$ cat src/rtl/synth_param_pkg.sv
// Shared types and constants for the synth parameter write path:
// bank numbers, sequencer FSM states and the bank legality check.
package synth_param_pkg;

    localparam int unsigned ID_W = 3;

    localparam logic [2:0] BANK_ENV = 3'd0;
    localparam logic [2:0] BANK_OSC = 3'd1;
    localparam logic [2:0] BANK_M1  = 3'd2;
    localparam logic [2:0] BANK_M2  = 3'd3;
    localparam logic [2:0] BANK_COM = 3'd5;

    typedef enum logic [2:0] {
        IDLE,
        SETUP,
        STROBE,
        RECOVER,
        DROP
    } state_e;

    // Banks 4, 6 and 7 have no decoder target.
    function automatic logic bank_is_valid(input logic [2:0] bank);
        return (bank == BANK_ENV) || (bank == BANK_OSC) || (bank == BANK_M1) ||
               (bank == BANK_M2)  || (bank == BANK_COM);
    endfunction

endpackage

$ cat src/rtl/rr_arbiter.sv
// Round-robin arbiter: combinational grant searching upward from a registered
// start pointer; the pointer moves past the winner on each accept pulse.
module rr_arbiter
    import synth_param_pkg::*;
#(
    parameter int unsigned NUM_REQ = 2
) (
    input  logic               clk,
    input  logic               rst_n,
    input  logic [NUM_REQ-1:0] req_i,
    input  logic               accept_i,
    output logic               grant_valid_c,
    output logic [ID_W-1:0]    grant_id_c
);

    localparam int unsigned IDX_W = ID_W + 1;

    logic [ID_W-1:0]  ptr_q, ptr_d;
    logic [7:0]       req_pad;
    logic [IDX_W-1:0] idx;

    // First requester at or after the pointer, wrapping at NUM_REQ.
    always_comb begin
        req_pad       = 8'(req_i);
        grant_valid_c = 1'b0;
        grant_id_c    = '0;
        idx           = '0;
        for (int i = 0; i < int'(NUM_REQ); i++) begin
            idx = {1'b0, ptr_q} + IDX_W'(i);
            if (idx >= IDX_W'(NUM_REQ)) begin
                idx = idx - IDX_W'(NUM_REQ);
            end
            if (!grant_valid_c && req_pad[idx[ID_W-1:0]]) begin
                grant_valid_c = 1'b1;
                grant_id_c    = idx[ID_W-1:0];
            end
        end
    end

    always_comb begin
        ptr_d = ptr_q;
        if (accept_i) begin
            ptr_d = (grant_id_c == ID_W'(NUM_REQ - 1)) ? '0 : grant_id_c + ID_W'(1);
        end
    end

    always_ff @(posedge clk or negedge rst_n) begin
        if (!rst_n) begin
            ptr_q <= '0;
        end else begin
            ptr_q <= ptr_d;
        end
    end

endmodule

$ cat src/rtl/param_write_sequencer.sv
// Arbitrates requester parameter writes onto the synth parameter bus with a
// setup / strobe / recovery sequence. BANK_CHECK_EN drops writes to unmapped banks.
module param_write_sequencer
    import synth_param_pkg::*;
#(
    parameter int unsigned NUM_REQ     = 2,
    parameter int unsigned ADR_W       = 7,
    parameter int unsigned DATA_W      = 8,
    parameter int unsigned STROBE_CYC  = 2,
    parameter int unsigned RECOVER_CYC = 6
) (
    input  logic                      CLOCK_25,
    input  logic                      reset_reg_N,
    input  logic [NUM_REQ-1:0]        req,
    input  logic [3*NUM_REQ-1:0]      req_bank,
    input  logic [ADR_W*NUM_REQ-1:0]  req_adr,
    input  logic [DATA_W*NUM_REQ-1:0] req_data,
    output logic [NUM_REQ-1:0]        ack,
    output logic                      busy,
    output logic [2:0]                grant_id,
    output logic [2:0]                dec_addr,
    output logic [ADR_W-1:0]          param_adr,
    output logic [DATA_W-1:0]         param_data,
    output logic                      data_ready,
    output logic                      bad_bank
);

    localparam int unsigned CNT_MAX = (STROBE_CYC > RECOVER_CYC) ? STROBE_CYC : RECOVER_CYC;
    localparam int unsigned CNT_W   = $clog2(CNT_MAX + 1);

    state_e              state_q, state_d;
    logic [CNT_W-1:0]    cnt_q, cnt_d;
    logic [ID_W-1:0]     gid_q, gid_d;
    logic [2:0]          bank_q, bank_d;
    logic [ADR_W-1:0]    adr_q, adr_d;
    logic [DATA_W-1:0]   data_q, data_d;
    logic                dr_q, dr_d;
    logic                busy_q, busy_d;
    logic [NUM_REQ-1:0]  ack_q, ack_d;

    logic                grant_valid_c;
    logic [ID_W-1:0]     grant_id_c;
    logic                accept_c;
    logic [2:0]          sel_bank_c;
    logic [ADR_W-1:0]    sel_adr_c;
    logic [DATA_W-1:0]   sel_data_c;

    function automatic logic [NUM_REQ-1:0] id_onehot(input logic [ID_W-1:0] id);
        logic [NUM_REQ-1:0] oh;
        oh = '0;
        for (int i = 0; i < int'(NUM_REQ); i++) begin
            oh[i] = (id == ID_W'(i));
        end
        return oh;
    endfunction

    rr_arbiter #(
        .NUM_REQ(NUM_REQ)
    ) u_arb (
        .clk          (CLOCK_25),
        .rst_n        (reset_reg_N),
        .req_i        (req),
        .accept_i     (accept_c),
        .grant_valid_c(grant_valid_c),
        .grant_id_c   (grant_id_c)
    );

    // Payload of the current arbitration winner.
    always_comb begin
        sel_bank_c = '0;
        sel_adr_c  = '0;
        sel_data_c = '0;
        for (int i = 0; i < int'(NUM_REQ); i++) begin
            if (grant_id_c == ID_W'(i)) begin
                sel_bank_c = req_bank[3*i +: 3];
                sel_adr_c  = req_adr[ADR_W*i +: ADR_W];
                sel_data_c = req_data[DATA_W*i +: DATA_W];
            end
        end
    end

`ifdef BANK_CHECK_EN
    logic bad_q, bad_d;
`endif

    always_comb begin
        state_d  = state_q;
        cnt_d    = cnt_q;
        gid_d    = gid_q;
        bank_d   = bank_q;
        adr_d    = adr_q;
        data_d   = data_q;
        dr_d     = 1'b0;
        ack_d    = '0;
        accept_c = 1'b0;
`ifdef BANK_CHECK_EN
        bad_d    = 1'b0;
`endif
        case (state_q)
            IDLE: begin
                if (grant_valid_c) begin
                    accept_c = 1'b1;
                    gid_d    = grant_id_c;
                    state_d  = SETUP;
                    cnt_d    = '0;
                    bank_d   = sel_bank_c;
                    adr_d    = sel_adr_c;
                    data_d   = sel_data_c;
`ifdef BANK_CHECK_EN
                    // Rejected bank: bus keeps its old payload, no strobe.
                    if (!bank_is_valid(sel_bank_c)) begin
                        state_d = DROP;
                        bank_d  = bank_q;
                        adr_d   = adr_q;
                        data_d  = data_q;
                        ack_d   = id_onehot(grant_id_c);
                        bad_d   = 1'b1;
                    end
`endif
                end
            end
            SETUP: begin
                state_d = STROBE;
                dr_d    = 1'b1;
                cnt_d   = CNT_W'(STROBE_CYC - 1);
            end
            STROBE: begin
                if (cnt_q == '0) begin
                    state_d = RECOVER;
                    ack_d   = id_onehot(gid_q);
                    cnt_d   = CNT_W'(RECOVER_CYC - 1);
                end else begin
                    dr_d  = 1'b1;
                    cnt_d = cnt_q - CNT_W'(1);
                end
            end
            RECOVER: begin
                if (cnt_q == '0) begin
                    state_d = IDLE;
                end else begin
                    cnt_d = cnt_q - CNT_W'(1);
                end
            end
`ifdef BANK_CHECK_EN
            DROP: begin
                state_d = IDLE;
            end
`endif
            default: begin
                state_d = IDLE;
            end
        endcase
        busy_d = (state_d != IDLE);
    end

    always_ff @(posedge CLOCK_25 or negedge reset_reg_N) begin
        if (!reset_reg_N) begin
            state_q <= IDLE;
            cnt_q   <= '0;
            gid_q   <= '0;
            bank_q  <= '0;
            adr_q   <= '0;
            data_q  <= '0;
            dr_q    <= 1'b0;
            busy_q  <= 1'b0;
            ack_q   <= '0;
        end else begin
            state_q <= state_d;
            cnt_q   <= cnt_d;
            gid_q   <= gid_d;
            bank_q  <= bank_d;
            adr_q   <= adr_d;
            data_q  <= data_d;
            dr_q    <= dr_d;
            busy_q  <= busy_d;
            ack_q   <= ack_d;
        end
    end

`ifdef BANK_CHECK_EN
    always_ff @(posedge CLOCK_25 or negedge reset_reg_N) begin
        if (!reset_reg_N) begin
            bad_q <= 1'b0;
        end else begin
            bad_q <= bad_d;
        end
    end
    assign bad_bank = bad_q;
`else
    assign bad_bank = 1'b0;
`endif

    assign ack        = ack_q;
    assign busy       = busy_q;
    assign grant_id   = gid_q;
    assign dec_addr   = bank_q;
    assign param_adr  = adr_q;
    assign param_data = data_q;
    assign data_ready = dr_q;

endmodule

$ cat config.mk
export PLATFORM = sky130hd
export DESIGN_NAME = param_write_sequencer
export DESIGN_NICKNAME = d
export VERILOG_FILES = /design/src/rtl/synth_param_pkg.sv /design/src/rtl/rr_arbiter.sv /design/src/rtl/param_write_sequencer.sv
export SDC_FILE = /design/constraint.sdc
export NUM_CORES = 1
export LEC_CHECK = 0
export CAP_MARGIN = 30
export CORE_MARGIN = 2
export CORE_UTILIZATION = 50
export CTS_CLUSTER_DIAMETER = 40
export DETAILED_ROUTE_END_ITERATION = 7
export DONT_BUFFER_PORTS = 1
export PLACE_DENSITY = 0.76
export SKIP_CTS_REPAIR_TIMING = 1
export SYNTH_ARGS = -nofsm -noshare
export SYNTH_HDL_FRONTEND = slang
export SYNTH_SLANG_ARGS = --single-unit
$ cat constraint.sdc
create_clock -name CLOCK_25 -period 2.6 [get_ports CLOCK_25]
set_input_delay 0.39 -clock CLOCK_25 [delete_from_list [all_inputs] [get_ports CLOCK_25]]
set_output_delay 0.39 -clock CLOCK_25 [all_outputs]
set_load 0.01 [all_outputs]
==> results.md <==
* Run status: finished, final reports clean
* Final count of pins violating max slew at 0
* Max-cap violations at 0
* Multi-input gate area at 798.3 sq um
* Number of optimization iterations in the first detailed-route pass at 4
* Root Driver: clkbuf_4
* Sequential area share after synthesis at between 40% and 50%
* Global route hottest layer: met2
* Total core area at 3363 sq um
* Cell types with the highest counts after synthesis: dfrtp_1, and3_1, a221o_1
* Share of the synthesized area in the top cell type at around 49%
* Post-route cell area at 1848 sq um
* Power Internal at 1.332 mW
* Clock network fraction of total power at 18.5%
* Async S/R FF share, synth at 100.0%
* Overall track demand over capacity in global routing at 18.73%
* Worst ir drop on vdd at 0.0004909 V
* I/O Pins at between 60 and 70
* Detail-routed via count per cell at ~6.1
* First-pass GRT wire length at about 5.8 mm
* Port Buffers at 0
* Syn_area_per_cell at 12.01 sq um
* Clock network latency to the later pin of the worst-skew pair at 0.33 ns
* Cell accounting for the most synthesized area: dfrtp_1
* Via count of the first global-routing pass at 1,197
* Final critical path time including I/O delays and setup at 2.358 ns
* Placed inst area at 1734 sq um
* Slowest Stage Delay on Critical Path at roughly 0.5 ns
* Synthesis-to-finish area growth at 5.425%
* Number of cell rows at 21
* Final TNS setup at 0 ns
* Met3 routing resource usage after global routing at 6.429%
* Fraction of layout instances using a drive strength above 1 at 13.61%
* Data arrival time of the worst path at 2.63 ns
* Flop and latch count out of synthesis at 34
* Post-synthesis instance total at 146
* Sw frac at around 37%
* Number of inserted filler cells in the final layout at 312
* Crit-path leading delay family: compound AO/OA/AOI/OAI gates
* M1 GR Usage at 22.37%
* Via Count at ~1,200
* Synth Cell Area at 1753 sq um
* Critical path capture point type: flip-flop
* Distinct cells, synth at 38
* Dominant cell by count in the synthesized netlist: dfrtp_1
* TritonCTS clock tree: done
* CTS buffer count at 5
* Worst-path maximum fanout at 24
* Area of all sequential standard cells at around 850 sq um
* Warnings, synthesis at 0
* Final Hold Viols at 0
* Gpl congestion at 0.7569
* Count of flip-flops with a built-in enable after synthesis at 0
* Drt first-iter violations at 40
* Residual antenna-violating net count after detailed routing at 0
* Sw Pwr at 0.7841 mW
* Number of remaining DRC errors at 0
* Combinational fraction of design power at a little over a third
* Pin slew with the least headroom to its limit at around 0.57 ns
* Total congestion overflow after global routing at 0
* Post-layout net count at approximately 190
* CP Class: reg -> reg
* Total power density per cell area at 1145 nW/um^2
* Max clock buf depth at 2
* Number of inserted diodes at 0
* Highest attainable clock frequency at roughly 0.42 GHz
* Effective utilization at floorplan at 52.12%
* Max transition margin at about three fifths
* Portion of total power attributed to sequential cells at 45.7%
* Maximum number of pins on one net before global-route repair at 35
* CTS sink cnt at 34
* Met2 track demand over resource at 31.25%
* Top post-synthesis cells by area: dfrtp_1, a221o_1, and3_1
* Initial antenna violation count at 0
* WP buf/inv at 2
* Critical-path cell with the highest stage delay: dfrtp_1
* Final period utilization at 90.70%
* Worst setup SP type: flip-flop
* Post-synth top flop: dfrtp_1
* Req. time, crit path at ~2.9 ns
* Y dimension of the die at 63.21 um
* Path class of the lowest-slack min-delay path: in -> reg
* Clock slew at reported path FFs at 0.10 ns
* Number of H-tree branching levels at 2
* Setup Skew at 0.009256 ns
* Setup repair after global routing missed its margin: false
* Total detailed-routing wirelength at 3.533 mm
* Mean routed wirelength per cell at 18.31 um
* Width of the chip at 63.21 um
* Total Die Area at between 3000 and 4000 sq um
* Cell-by-cell trace of the critical path: inv_1 > ha_1 > nor4b_4 > inv_2 > a211o_4 > o22ai_4 > a221o_1
* Static leakage at 0.8928 nW
* Detailed placer's ending HPWL at 2.557 mm
* Final setup violation count at 0
metrics by stage:
step	setup slack, ns	instances	hold slack [ns]	util, %	power [mW]
2_1_floorplan	0.4846	147	0.09441	-	1.616
3_3_place_gp	0.3212	184	0.09584	51.56	1.679
3_5_place_dp	0.1823	184	0.09536	51.56	1.720
4_1_cts	0.1681	191	-0.2765	53.98	2.118
5_1_grt	0.06288	193	0.1812	54.95	2.278
6_report	0.2417	193	0.1926	54.95	2.116
placed cells by master (no fill, tap or decap), types with 3 or more instances in the layout:
master,synthesis,layout
dfrtp_1,34,34
and3_1,20,20
a221o_1,18,18
ha_1,7,7
nor2_1,6,6
inv_1,5,5
nand2_1,6,5
clkbuf_4,0,5
mux2i_1,3,3
a21o_1,3,3
nor3_1,3,3
o21ai_0,3,3
worst paths after layout:
kind | slack, ns | from | to | cells past startpoint
setup / recovery | 0.24 | u_arb.ptr_q[0] | param_data[7] | 7
hold / removal | 0.19 | req_adr[7] | param_adr[0] | 1
setup reg to reg | 0.24 | u_arb.ptr_q[0] | param_data[7] | 7
hold reg to reg | 0.53 | cnt_q[1] | cnt_q[1] | 1
max in group asynchronous | 1.93 | reset_reg_N | u_arb.ptr_q[2] | 2
min in group asynchronous | 0.50 | reset_reg_N | param_adr[4] | 2
per-layer routing:
| metal | wire length [um] | vias up |
|---|---|---|
| li1 | - | 544 |
| met1 | 1404 | 573 |
| met2 | 1795 | 54 |
| met3 | 280 | 4 |
| met4 | 53 | 0 |
| met5 | 0 | - |
cells by family after synthesis:
kind of cell,synth area share (%)
other cells,0.2139
xor+xnor,1.499
fa+ha+maj,4.996
mux,3.640
flops,48.54
simple gates,16.34
buf+inv,6.281
compound gates,18.49
power groups by stage:
| stage | sequential (mW) | clock, mW | combinational [mW] |
|---|---|---|---|
| floorplan | 0.892 | 0 | 0.724 |
| global route | 0.991 | 0.424 | 0.863 |
| detailed placement | 0.976 | 0 | 0.745 |
| global placement | 0.969 | 0 | 0.710 |
| finish | 0.967 | 0.392 | 0.758 |
| CTS | 0.969 | 0.403 | 0.746 |
area by class of cell:
type	instances	share of cell area (%)
clock buffer	6	2.776
clock inverter	1	1.625
inverter	6	1.219
multi-input combinational	97	43.20
sequential	34	46.04
tap	46	3.114
timing repair buffer	3	2.031
flip-flops by register name, summed over array words and instances (netlist names):
signal / cells
param_adr: 7
dec_addr: 3
state_q: 3
data_ready: 1
ack: 2
param_data: 8
cnt_q: 3
u_arb.ptr_q: 3
busy: 1
grant_id: 3
(Power assumes the default switching activity.)
